--- config.mk ---
export PLATFORM = sky130hd
export DESIGN_NAME = line_rasterizer
export DESIGN_NICKNAME = d
export VERILOG_FILES = /design/src/rtl/line_rasterizer.sv
export SDC_FILE = /design/constraint.sdc
export NUM_CORES = 1
export LEC_CHECK = 0
export ABC_CLOCK_PERIOD_IN_PS = 8400
export CAP_MARGIN = 20
export CORE_MARGIN = 2
export CORE_UTILIZATION = 50
export DETAILED_ROUTE_END_ITERATION = 6
export GPL_TIMING_DRIVEN = 0
export HOLD_SLACK_MARGIN = 0.08
export PLACE_DENSITY = 0.71
export SYNTH_ARGS = -nofsm -noshare
export SYNTH_HDL_FRONTEND = slang
export SYNTH_SLANG_ARGS = --single-unit
--- constraint.sdc ---
create_clock -name clk -period 8.4 [get_ports clk]
set_input_delay 1.68 -clock clk [delete_from_list [all_inputs] [get_ports clk]]
set_output_delay 1.68 -clock clk [all_outputs]
set_load 0.02 [all_outputs]
--- src/rtl/line_rasterizer.sv ---
// line_rasterizer
// Bresenham line walker. Takes one line command at a time and writes each
// on-screen pixel of the line, as a 16-bit colour, into a framebuffer through
// an Avalon-MM write-only master. The pitch is 2^(X_WIDTH+1) bytes per row.
//
// Ports
//   clk, reset         system clock, synchronous active-high reset
//   cmd_valid/ready    command handshake, accepted only while idle
//   cmd_x0/x1, y0/y1   unsigned line endpoints
//   cmd_color          RGB565 colour for every pixel of the line
//   m_address          Avalon byte address of the current pixel
//   m_write            Avalon write request (low for off-screen pixels)
//   m_writedata        pixel colour
//   m_byteenable       always 2'b11
//   m_waitrequest      Avalon stall; the request is held while it is high
//   busy               high whenever a line is in progress
//   done               one-cycle pulse in the first idle cycle after a line
module line_rasterizer #(
   parameter int          X_WIDTH = 9,
   parameter int          Y_WIDTH = 8,
   parameter int unsigned H_RES   = 320,
   parameter int unsigned V_RES   = 240,
   parameter logic [31:0] FB_BASE = 32'h0000_0000
) (
   input  logic               clk,
   input  logic               reset,
   input  logic               cmd_valid,
   output logic               cmd_ready,
   input  logic [X_WIDTH-1:0] cmd_x0,
   input  logic [X_WIDTH-1:0] cmd_x1,
   input  logic [Y_WIDTH-1:0] cmd_y0,
   input  logic [Y_WIDTH-1:0] cmd_y1,
   input  logic [15:0]        cmd_color,
   output logic [31:0]        m_address,
   output logic               m_write,
   output logic [15:0]        m_writedata,
   output logic [1:0]         m_byteenable,
   input  logic               m_waitrequest,
   output logic               busy,
   output logic               done
);

   // Error term width: wide enough for 2*err with the largest coordinate span.
   localparam int E_W = ((X_WIDTH > Y_WIDTH) ? X_WIDTH : Y_WIDTH) + 3;
   localparam logic signed [E_W-1:0] E_ZERO = {E_W{1'b0}};

   localparam logic [1:0] ST_IDLE  = 2'd0;
   localparam logic [1:0] ST_SETUP = 2'd1;
   localparam logic [1:0] ST_WRITE = 2'd2;

   function automatic logic on_screen(input logic [X_WIDTH-1:0] px,
                                      input logic [Y_WIDTH-1:0] py);
      return (32'(px) < H_RES) && (32'(py) < V_RES);
   endfunction

   function automatic logic [31:0] pix_addr(input logic [X_WIDTH-1:0] px,
                                            input logic [Y_WIDTH-1:0] py);
      return FB_BASE + (32'(py) << (X_WIDTH + 1)) + (32'(px) << 1);
   endfunction

   function automatic logic signed [E_W-1:0] ext_x(input logic [X_WIDTH-1:0] v);
      return signed'({{(E_W-X_WIDTH){1'b0}}, v});
   endfunction

   function automatic logic signed [E_W-1:0] ext_y(input logic [Y_WIDTH-1:0] v);
      return signed'({{(E_W-Y_WIDTH){1'b0}}, v});
   endfunction

   logic [1:0]               state_q, state_d;
   logic [X_WIDTH-1:0]       x_q, x_d, x1_q, x1_d;
   logic [Y_WIDTH-1:0]       y_q, y_d, y1_q, y1_d;
   logic [15:0]              color_q, color_d;
   logic signed [E_W-1:0]    dx_q, dx_d, dy_q, dy_d, err_q, err_d;
   logic                     sx_neg_q, sx_neg_d, sy_neg_q, sy_neg_d;
   logic                     m_write_q, m_write_d;
   logic [31:0]              m_address_q, m_address_d;
   logic [15:0]              m_writedata_q, m_writedata_d;
   logic                     busy_q, busy_d;
   logic                     done_q, done_d;
   logic                     cmd_ready_q, cmd_ready_d;

   // Setup-time and step-time intermediates
   logic signed [E_W-1:0]    xa, xb, ya, yb;
   logic signed [E_W-1:0]    dx_set, dy_set;
   logic                     sx_neg_set, sy_neg_set;
   logic signed [E_W-1:0]    e2, err_nxt;
   logic                     step_x, step_y;
   logic [X_WIDTH-1:0]       x_nxt;
   logic [Y_WIDTH-1:0]       y_nxt;
   logic                     accept, last;

   // Line parameters derived from the latched endpoints (used in SETUP).
   always_comb begin
      xa         = ext_x(x_q);
      xb         = ext_x(x1_q);
      ya         = ext_y(y_q);
      yb         = ext_y(y1_q);
      sx_neg_set = (x1_q < x_q);
      sy_neg_set = (y1_q < y_q);
      dx_set     = sx_neg_set ? (xa - xb) : (xb - xa);
      // dy is held negated: -|y1-y0|
      dy_set     = sy_neg_set ? (yb - ya) : (ya - yb);
   end

   // One Bresenham step from the current point; both axes may move together.
   always_comb begin
      e2      = err_q <<< 1;
      step_x  = (e2 >= dy_q);
      step_y  = (e2 <= dx_q);
      err_nxt = err_q + (step_x ? dy_q : E_ZERO) + (step_y ? dx_q : E_ZERO);
      x_nxt   = step_x ? (sx_neg_q ? (x_q - 1'b1) : (x_q + 1'b1)) : x_q;
      y_nxt   = step_y ? (sy_neg_q ? (y_q - 1'b1) : (y_q + 1'b1)) : y_q;
      // An off-screen pixel has m_write low and retires immediately.
      accept  = m_write_q ? ~m_waitrequest : 1'b1;
      last    = (x_q == x1_q) && (y_q == y1_q);
   end

   // Next-state logic for the FSM, the walker registers and the bus outputs.
   always_comb begin
      state_d       = state_q;
      x_d           = x_q;
      y_d           = y_q;
      x1_d          = x1_q;
      y1_d          = y1_q;
      color_d       = color_q;
      dx_d          = dx_q;
      dy_d          = dy_q;
      err_d         = err_q;
      sx_neg_d      = sx_neg_q;
      sy_neg_d      = sy_neg_q;
      m_write_d     = m_write_q;
      m_address_d   = m_address_q;
      m_writedata_d = m_writedata_q;
      done_d        = 1'b0;
      case (state_q)
         ST_IDLE: begin
            if (cmd_valid && cmd_ready_q) begin
               x_d     = cmd_x0;
               y_d     = cmd_y0;
               x1_d    = cmd_x1;
               y1_d    = cmd_y1;
               color_d = cmd_color;
               state_d = ST_SETUP;
            end else begin
               state_d = ST_IDLE;
            end
         end
         ST_SETUP: begin
            dx_d          = dx_set;
            dy_d          = dy_set;
            sx_neg_d      = sx_neg_set;
            sy_neg_d      = sy_neg_set;
            err_d         = dx_set + dy_set;
            // Present the first pixel so WRITE starts with it on the bus.
            m_write_d     = on_screen(x_q, y_q);
            m_address_d   = pix_addr(x_q, y_q);
            m_writedata_d = color_q;
            state_d       = ST_WRITE;
         end
         ST_WRITE: begin
            if (accept) begin
               if (last) begin
                  m_write_d = 1'b0;
                  done_d    = 1'b1;
                  state_d   = ST_IDLE;
               end else begin
                  x_d         = x_nxt;
                  y_d         = y_nxt;
                  err_d       = err_nxt;
                  m_write_d   = on_screen(x_nxt, y_nxt);
                  m_address_d = pix_addr(x_nxt, y_nxt);
                  state_d     = ST_WRITE;
               end
            end else begin
               // Stalled: request, address and data are held as they are.
               state_d = ST_WRITE;
            end
         end
         default: begin
            m_write_d = 1'b0;
            state_d   = ST_IDLE;
         end
      endcase
      busy_d      = (state_d != ST_IDLE);
      cmd_ready_d = (state_d == ST_IDLE);
   end

   // State and output registers; reset drops any line and pending bus write.
   always_ff @(posedge clk) begin
      if (reset) begin
         state_q       <= ST_IDLE;
         x_q           <= {X_WIDTH{1'b0}};
         y_q           <= {Y_WIDTH{1'b0}};
         x1_q          <= {X_WIDTH{1'b0}};
         y1_q          <= {Y_WIDTH{1'b0}};
         color_q       <= 16'h0000;
         dx_q          <= E_ZERO;
         dy_q          <= E_ZERO;
         err_q         <= E_ZERO;
         sx_neg_q      <= 1'b0;
         sy_neg_q      <= 1'b0;
         m_write_q     <= 1'b0;
         m_address_q   <= 32'h0000_0000;
         m_writedata_q <= 16'h0000;
         busy_q        <= 1'b0;
         done_q        <= 1'b0;
         cmd_ready_q   <= 1'b0;
      end else begin
         state_q       <= state_d;
         x_q           <= x_d;
         y_q           <= y_d;
         x1_q          <= x1_d;
         y1_q          <= y1_d;
         color_q       <= color_d;
         dx_q          <= dx_d;
         dy_q          <= dy_d;
         err_q         <= err_d;
         sx_neg_q      <= sx_neg_d;
         sy_neg_q      <= sy_neg_d;
         m_write_q     <= m_write_d;
         m_address_q   <= m_address_d;
         m_writedata_q <= m_writedata_d;
         busy_q        <= busy_d;
         done_q        <= done_d;
         cmd_ready_q   <= cmd_ready_d;
      end
   end

   assign cmd_ready    = cmd_ready_q;
   assign m_write      = m_write_q;
   assign m_address    = m_address_q;
   assign m_writedata  = m_writedata_q;
   assign m_byteenable = 2'b11;
   assign busy         = busy_q;
   assign done         = done_q;

endmodule

==> impl_metrics.sql, run 1 <==
INSERT INTO impl_metrics (metric_group, metric, value, unit) VALUES
('outcome', 'run_status', 'complete, no violations', ''),
('drt', 'top_signal_layer_used', 'met4', ''),
('global_route', 'gr-total-overflow', '0', ''),
('logic_synthesis', 'count_of_flip_flops_with_a_built_in_enable_after_synthesis', '0', ''),
('drt', 'routed-via-count', '8246', ''),
('cts', 'clock_path_buffers', '2', ''),
('timing', 'rsz_0062_raised_after_global_routing', 'false', ''),
('cts', 'cts_repair_resize_count', '0', ''),
('setup_path', 'crit_path_max_incr_delay', '710', 'ps'),
('logic_synthesis', 'ys_top_cells_by_area', 'sky130_fd_sc_hd__dfxtp_1 (27%), sky130_fd_sc_hd__ha_1 (13%), sky130_fd_sc_hd__a21oi_1 (6.2%), sky130_fd_sc_hd__nand2_1 (5.7%), sky130_fd_sc_hd__mux2i_1 (4.5%)', ''),
('drt', 'viasPerCell', '5.63', ''),
('setup_path', 'cp-start-kind', 'register', ''),
('global_route', 'gr-usage-all-layers', '29.1', '%'),
('timing', 'worst_slack', '2760', 'ps'),
('die', 'die_width', '137', 'um'),
('drt', 'met2WireLength', '11.9', 'mm'),
('final_layout', 'multi_input_area', '0.00575', 'mm2'),
('setup_path', 'cpMaxStageDelayCell', 'sky130_fd_sc_hd__a221oi_1', ''),
('cts', 'tritoncts', 'built', ''),
('cts', 'postCtsHoldBufs', '0', ''),
('logic_synthesis', 'postSynth.topFlopCell', 'sky130_fd_sc_hd__dfxtp_1', ''),
('timing', 'fin_skew', '7.55', 'ps'),
('place', 'numPortBuffers', '89', ''),
('cts', 'cts_num_sinks', '121', ''),
('setup_path', 'critPathBufInv', '4', ''),
('drt', 'drt_pass_1_iters', '5', ''),
('place', 'dpl.cell_count', '1433', ''),
('setup_path', 'critPathRequiredTime', '8730', 'ps'),
('logic_synthesis', 'syn_area', '0.00881', 'mm2'),
('power', 'peakVddDrop', '0.136', 'mV'),
('die', 'floorplan.rows', '48', ''),
('hold_path', 'timing.hold.worst_path_depth', '2', ''),
('setup_path', 'cp_cell_sequence', 'inv_1 -> ha_1 -> nand4_1 -> o211ai_1 -> a21oi_1 -> a221oi_1 -> buf_2 -> buf_1 -> nor2_1 -> fa_1 -> ha_1 -> inv_1 -> fa_1 -> nor2b_1 -> o21ai_0 -> a21boi_0 -> o21ai_0 -> nor2b_1 -> xnor2_1 -> mux2i_1 -> a211oi_1', ''),
('timing', 'fin_crit_sh', '67.1', '%'),
('logic_synthesis', 'ys_async_sr_fraction', '0', '%'),
('place', 'place.detailed.hpwl', '20.5', 'mm'),
('logic_synthesis', 'synthDominantCellAreaShare', '27.5', '%'),
('global_route', 'first_global_vias', '7894', ''),
('cts', 'tritoncts.num_buffers', '17', ''),
('setup_path', 'worst-r2r-cell-count', '21', ''),
('setup_path', 'end_kind', 'register', ''),
('drt', 'met1_length', '11.8', 'mm'),
('cts', 'cts.root.buffer_cell', 'sky130_fd_sc_hd__clkbuf_16', ''),
('drt', 'detail_route.iter0.violations', '609', ''),
('setup_path', 'crit_path_dat', '5970', 'ps'),
('drt', 'drc', '0', ''),
('logic_synthesis', 'synth-warning-count', '0', ''),
('die', 'boundaryPins', '108', ''),
('timing', 'setup_viol', '0', ''),
('timing', 'relSlewSlack', '38.9', '%'),
('setup_path', 'largest_delay_contributor_family_on_the_critical_path', 'compound AO/OA/AOI/OAI gates', ''),
('final_layout', 'stdcell_count', '1465', ''),
('drt', 'post_drt_wl_per_cell', '18.1', 'um'),
('cts', 'insertion_delay', '420', 'ps'),
('final_layout', 'number_of_nets_in_the_layout', '1391', ''),
('die', 'die-area', '0.0187', 'mm2'),
('final_layout', 'layout.area.seq', '0.00242', 'mm2'),
('place', 'dpl_cell_area', '0.0100', 'mm2'),
('global_route', 'grt_first_pass_wirelength', '41.3', 'mm'),
('logic_synthesis', 'synth.largest_area_cell', 'sky130_fd_sc_hd__dfxtp_1', ''),
('power', 'power.density_cell_area', '244', 'mW/mm2'),
('logic_synthesis', 'synthesis.instances', '1104', ''),
('logic_synthesis', 'yosys.cell_count.top_type', 'sky130_fd_sc_hd__nand2_1', ''),
('setup_path', 'max_fanout_on_critical_path', '10', ''),
('timing', 'fin_crit', '5640', 'ps'),
('final_layout', 'layout-drive-gt1-share', '5.81', '%'),
('logic_synthesis', 'ys_seq_area_share', '27.5', '%'),
('drt', 'met3_wirelength', '1.84', 'mm'),
('logic_synthesis', 'netlist_top_cells_count', 'sky130_fd_sc_hd__nand2_1 (134), sky130_fd_sc_hd__dfxtp_1 (121), sky130_fd_sc_hd__a21oi_1 (109)', ''),
('die', 'floorplan.die.height', '137', 'um'),
('place', 'finalWeightedCongestion', '0.981', '');
-- kinds of logic after synthesis --
kind of cell / share of synthesized area [%]
flops: 27.5
fa+ha+maj: 17.2
compound gates: 20.7
simple gates: 17.7
xor+xnor: 3.93
other cells: 0.0852
buf+inv: 7.95
mux: 4.96
-- cells in the final DEF, fill, tap and decap left out, types with 36 or more instances in the layout --
cell                              instances
sky130_fd_sc_hd__a21oi_1                109
sky130_fd_sc_hd__o211ai_1                36
sky130_fd_sc_hd__clkbuf_1                45
sky130_fd_sc_hd__clkdlybuf4s50_1         89
sky130_fd_sc_hd__dfxtp_1                121
sky130_fd_sc_hd__nand2_1                134
sky130_fd_sc_hd__inv_1                   90
sky130_fd_sc_hd__ha_1                    92
sky130_fd_sc_hd__mux2i_1                 40
sky130_fd_sc_hd__nor2_1                  98
-- state kept, by name (all words and copies together) (netlist names) --
signal and cells:
y_q 8, dy_q 9, color_q 16, done 1, dx_q 10, y1_q 8
sy_neg_q 1, state_q 2, m_write 1, cmd_ready 1, m_writedata 16, x_q 9
err_q 11, x1_q 9, busy 1, sx_neg_q 1, m_address 17
-- metal layers --
metal	global-route usage, %	vias to the layer above
met4	12.4	0
met3	6.30	68
met5	0	-
met1	38.3	3844
li1	-	4046
met2	45.9	288
-- path summary, 6_finish.rpt --
check | from | to
worst max-delay path | dx_q[10]$_SDFFE_PP0P_ | err_q[7]$_SDFFE_PP0P_
worst min-delay path | m_address[15]$_SDFFE_PP0P_ | m_address[15]$_SDFFE_PP0P_
worst max register to register | dx_q[10]$_SDFFE_PP0P_ | err_q[7]$_SDFFE_PP0P_
worst min register to register | m_address[15]$_SDFFE_PP0P_ | m_address[15]$_SDFFE_PP0P_
-- where the power goes --
group          internal [mW]  total, mW  switching, mW
Combinational          0.482       1.22          0.740
Clock                  0.424      0.707          0.284
Sequential             0.615      0.663         0.0476
Total                   1.52       2.59           1.07
-- final cells by class --
class,count,share of cell area [%]
well taps,225,2.65
repair buffers,89,8.40
clock buffers,19,4.27
flip-flops and latches,121,22.8
clock inverters,13,1.11
inverters,92,3.25
multi-input cells,834,54.1
plain buffers,72,3.35
-- tightest hold or removal path, stage by stage (launching register included) --
cell and delay, ps:
sky130_fd_sc_hd__dfxtp_1 310, sky130_fd_sc_hd__nand2_1 50, sky130_fd_sc_hd__a21oi_1 50
(Power assumes the default switching activity.)
==> run 2, diff against run 1 <==
ABC_CLOCK_PERIOD_IN_PS = 4610   (was 8400)
PLACE_DENSITY = 0.74   (was 0.71)
clock period = 4.61 ns   (was 8.4 ns; I/O delays follow)
==> impl_metrics.sql, run 2 (same netlist as run 1, synthesis figures left out) <==
INSERT INTO impl_metrics (metric_group, metric, value, unit) VALUES
('hold_path', 'min-delay-start', 'm_address[15]$_SDFFE_PP0P_', ''),
('setup_path', 'largest_delay_contributor_family_on_the_critical_path', 'compound AO/OA/AOI/OAI gates', ''),
('cts', 'tritoncts', 'built', ''),
('final_layout', 'final_antenna_diode_count', '0', ''),
('cts', 'cts.root.buffer_cell', 'sky130_fd_sc_hd__clkbuf_16', ''),
('global_route', 'grt_first_pass_wirelength', '41.1', 'mm'),
('global_route', 'grt_start_max_net_pins', '17', ''),
('drt', 'detail_route.wirelength', '26.5', 'mm'),
('final_layout', 'number_of_nets_in_the_layout', '1397', ''),
('place', 'finalWeightedCongestion', '0.948', ''),
('die', 'core', '0.0172', 'mm2'),
('drt', 'post_drt_wl_per_cell', '18.0', 'um'),
('timing', 'fin_crit_sh', '94.9', '%'),
('drt', 'met3_wirelength', '2.00', 'mm'),
('setup_path', 'cpMaxStageDelayCell', 'sky130_fd_sc_hd__fa_2', ''),
('cts', 'clkSlewWorstSetupHoldPaths', '60', 'ps'),
('setup_path', 'worst-r2r-setup-slack', '240', 'ps'),
('setup_path', 'crit_path_max_incr_delay', '400', 'ps'),
('timing', 'fmax', '229', 'MHz'),
('setup_path', 'crit_path_dat', '4710', 'ps'),
('cts', 'postCtsHoldBufs', '0', ''),
('global_route', 'gr-total-overflow', '0', ''),
('cts', 'tritoncts.num_buffers', '17', ''),
('timing', 'relSlewSlack', '40.2', '%'),
('final_layout', 'layout.cells.most_common', 'sky130_fd_sc_hd__nand2_1', ''),
('power', 'peakVddDrop', '0.268', 'mV'),
('cts', 'cts_num_sinks', '121', ''),
('setup_path', 'cp_cell_sequence', 'inv_2 -> ha_1 -> nand4_1 -> a211o_1 -> a41oi_4 -> buf_8 -> buf_6 -> nand2_1 -> fa_2 -> inv_1 -> ha_1 -> inv_1 -> fa_1 -> nor2b_1 -> o21ai_1 -> a21boi_1 -> o21ai_1 -> nor2b_1 -> xnor2_1 -> mux2i_1 -> a211oi_1', ''),
('drt', 'top_signal_layer_used', 'met4', ''),
('drt', 'drt_pass_1_iters', '5', ''),
('setup_path', 'r2r-start', 'dy_q[10]$_SDFFE_PP0P_', ''),
('final_layout', 'synthToLayoutAreaGrowth', '23.3', '%'),
('place', 'numPortBuffers', '89', ''),
('flow_run', 'reported_max_cap_violation_count', '0', ''),
('global_route', 'first_global_vias', '8004', ''),
('setup_path', 'cp-start-kind', 'register', ''),
('setup_path', 'max_fanout_on_critical_path', '10', ''),
('drt', 'viasPerCell', '5.70', ''),
('hold_path', 'timing.hold.worst_path_depth', '2', ''),
('drt', 'met2WireLength', '12.0', 'mm'),
('drt', 'drc', '0', ''),
('cts', 'insertion_delay', '430', 'ps'),
('timing', 'setup_viol', '0', ''),
('place', 'place.detailed.hpwl', '20.6', 'mm'),
('timing', 'timing_max_transition_violations_final', '0', ''),
('setup_path', 'worst-r2r-cell-count', '21', ''),
('final_layout', 'stdcell_count', '1471', ''),
('final_layout', 'count_of_filler_cells_inserted_in_the_layout', '1534', ''),
('hold_path', 'min_to', 'm_address[15]$_SDFFE_PP0P_', ''),
('outcome', 'run_status', 'complete, no violations', ''),
('timing', 'final_report_hold_violation_count', '0', ''),
('timing', 'worst-slew-pin-transition', '897', 'ps'),
('global_route', 'gr-usage-all-layers', '28.7', '%'),
('die', 'die_width', '137', 'um'),
('setup_path', 'critPathBufInv', '5', ''),
('die', 'start_util', '51.1', '%'),
('timing', 'fin_skew', '11.4', 'ps'),
('drt', 'met1_length', '11.6', 'mm'),
('drt', 'routed-via-count', '8392', ''),
('setup_path', 'regToRegEndpoint', 'err_q[7]$_SDFFE_PP0P_', ''),
('setup_path', 'setup.worst_path.class', 'register to register', ''),
('final_layout', 'largest_reg_flops', '17', ''),
('final_layout', 'layout_common_cells', 'sky130_fd_sc_hd__nand2_1 (134), sky130_fd_sc_hd__dfxtp_1 (116), sky130_fd_sc_hd__a21oi_1 (107)', ''),
('final_layout', 'layout-drive-gt1-share', '8.75', '%'),
('hold_path', 'hp-class', 'register to register', ''),
('drt', 'detail_route.iter0.violations', '540', ''),
('setup_path', 'critPathRequiredTime', '4940', 'ps'),
('place', 'dpl.cell_count', '1433', ''),
('cts', 'clock_path_buffers', '2', ''),
('drt', 'ant_nets', '0', ''),
('timing', 'setup_tns', '0', 'ps'),
('power', 'power.static_leakage', '4.26', 'nW'),
('cts', 'h_tree_lvls', '4', ''),
('die', 'boundaryPins', '108', ''),
('setup_path', 'end_kind', 'register', ''),
('die', 'floorplan.die.height', '137', 'um'),
('die', 'floorplan.rows', '48', ''),
('power', 'power.density_cell_area', '468', 'mW/mm2'),
('die', 'die-area', '0.0187', 'mm2'),
('timing', 'fin_crit', '4370', 'ps'),
('global_route', 'antenna_violations_before_repair', '0', '');
-- run 2: final cells by class --
class | instances | area, um2 | share of cell area [%]
multi-input cells | 834 | 5870 | 54.0
flip-flops and latches | 121 | 2430 | 22.3
repair buffers | 100 | 977 | 8.99
clock buffers | 18 | 439 | 4.04
plain buffers | 67 | 360 | 3.32
inverters | 92 | 345 | 3.18
well taps | 225 | 282 | 2.59
clock inverters | 14 | 163 | 1.50
-- run 2: worst max-delay path by stage --
stage                     startpoint                endpoint  slack (ps)  cells after the start
2_1_floorplan  dx_q[10]$_SDFFE_PP0P_  err_q[10]$_SDFFE_PP0P_         420                     19
3_5_place_dp   dx_q[10]$_SDFFE_PP0P_   err_q[7]$_SDFFE_PP0P_        -860                     21
5_1_grt          x_q[5]$_SDFFE_PP0P_  err_q[10]$_SDFFE_PP0P_         -40                     17
4_1_cts        dy_q[10]$_SDFFE_PP0P_   err_q[7]$_SDFFE_PP0P_          20                     21
3_3_place_gp   dx_q[10]$_SDFFE_PP0P_  err_q[10]$_SDFFE_PP0P_        -770                     19
6_report       dy_q[10]$_SDFFE_PP0P_   err_q[7]$_SDFFE_PP0P_         240                     21
-- run 2: worst reg2reg max path: cells and delay by family, from the launching register on --
family / cells / cell delay, ps
buf+inv: 5 / 510
xor+xnor: 1 / 210
fa+ha+maj: 4 / 1230
compound gates: 6 / 1340
flops: 1 / 350
simple gates: 4 / 550
mux: 1 / 110
-- run 2: power breakdown --
part,switching [mW],internal (mW)
Combinational,1.43,1.08
Sequential,0.0883,1.12
Clock,0.541,0.824
-- run 2: per-layer routing --
layer | vias to the layer above | global-route usage, %
li1 | 4073 | -
met3 | 63 | 6.04
met4 | 0 | 11.8
met5 | - | 0
met1 | 3906 | 37.4
met2 | 350 | 46.2
-- run 2: through the flow --
stage	util, %	hold slack, ps	worst slack (ps)	area (um2)	power, mW
floorplan	-	436	416	8870	2.82
global placement	58.3	441	-775	10000	3.36
detailed placement	58.3	447	-859	10000	3.40
CTS	62.2	457	18.8	10700	4.87
global route	63.0	485	-41.0	10900	5.35
finish	63.0	455	236	10900	5.08
-- run 2: what timing repair did --
action,CTS,global route
setup buffers,1,10
pin swaps,3,10
endpoints found under the setup margin,8,3
resized for setup,16,27
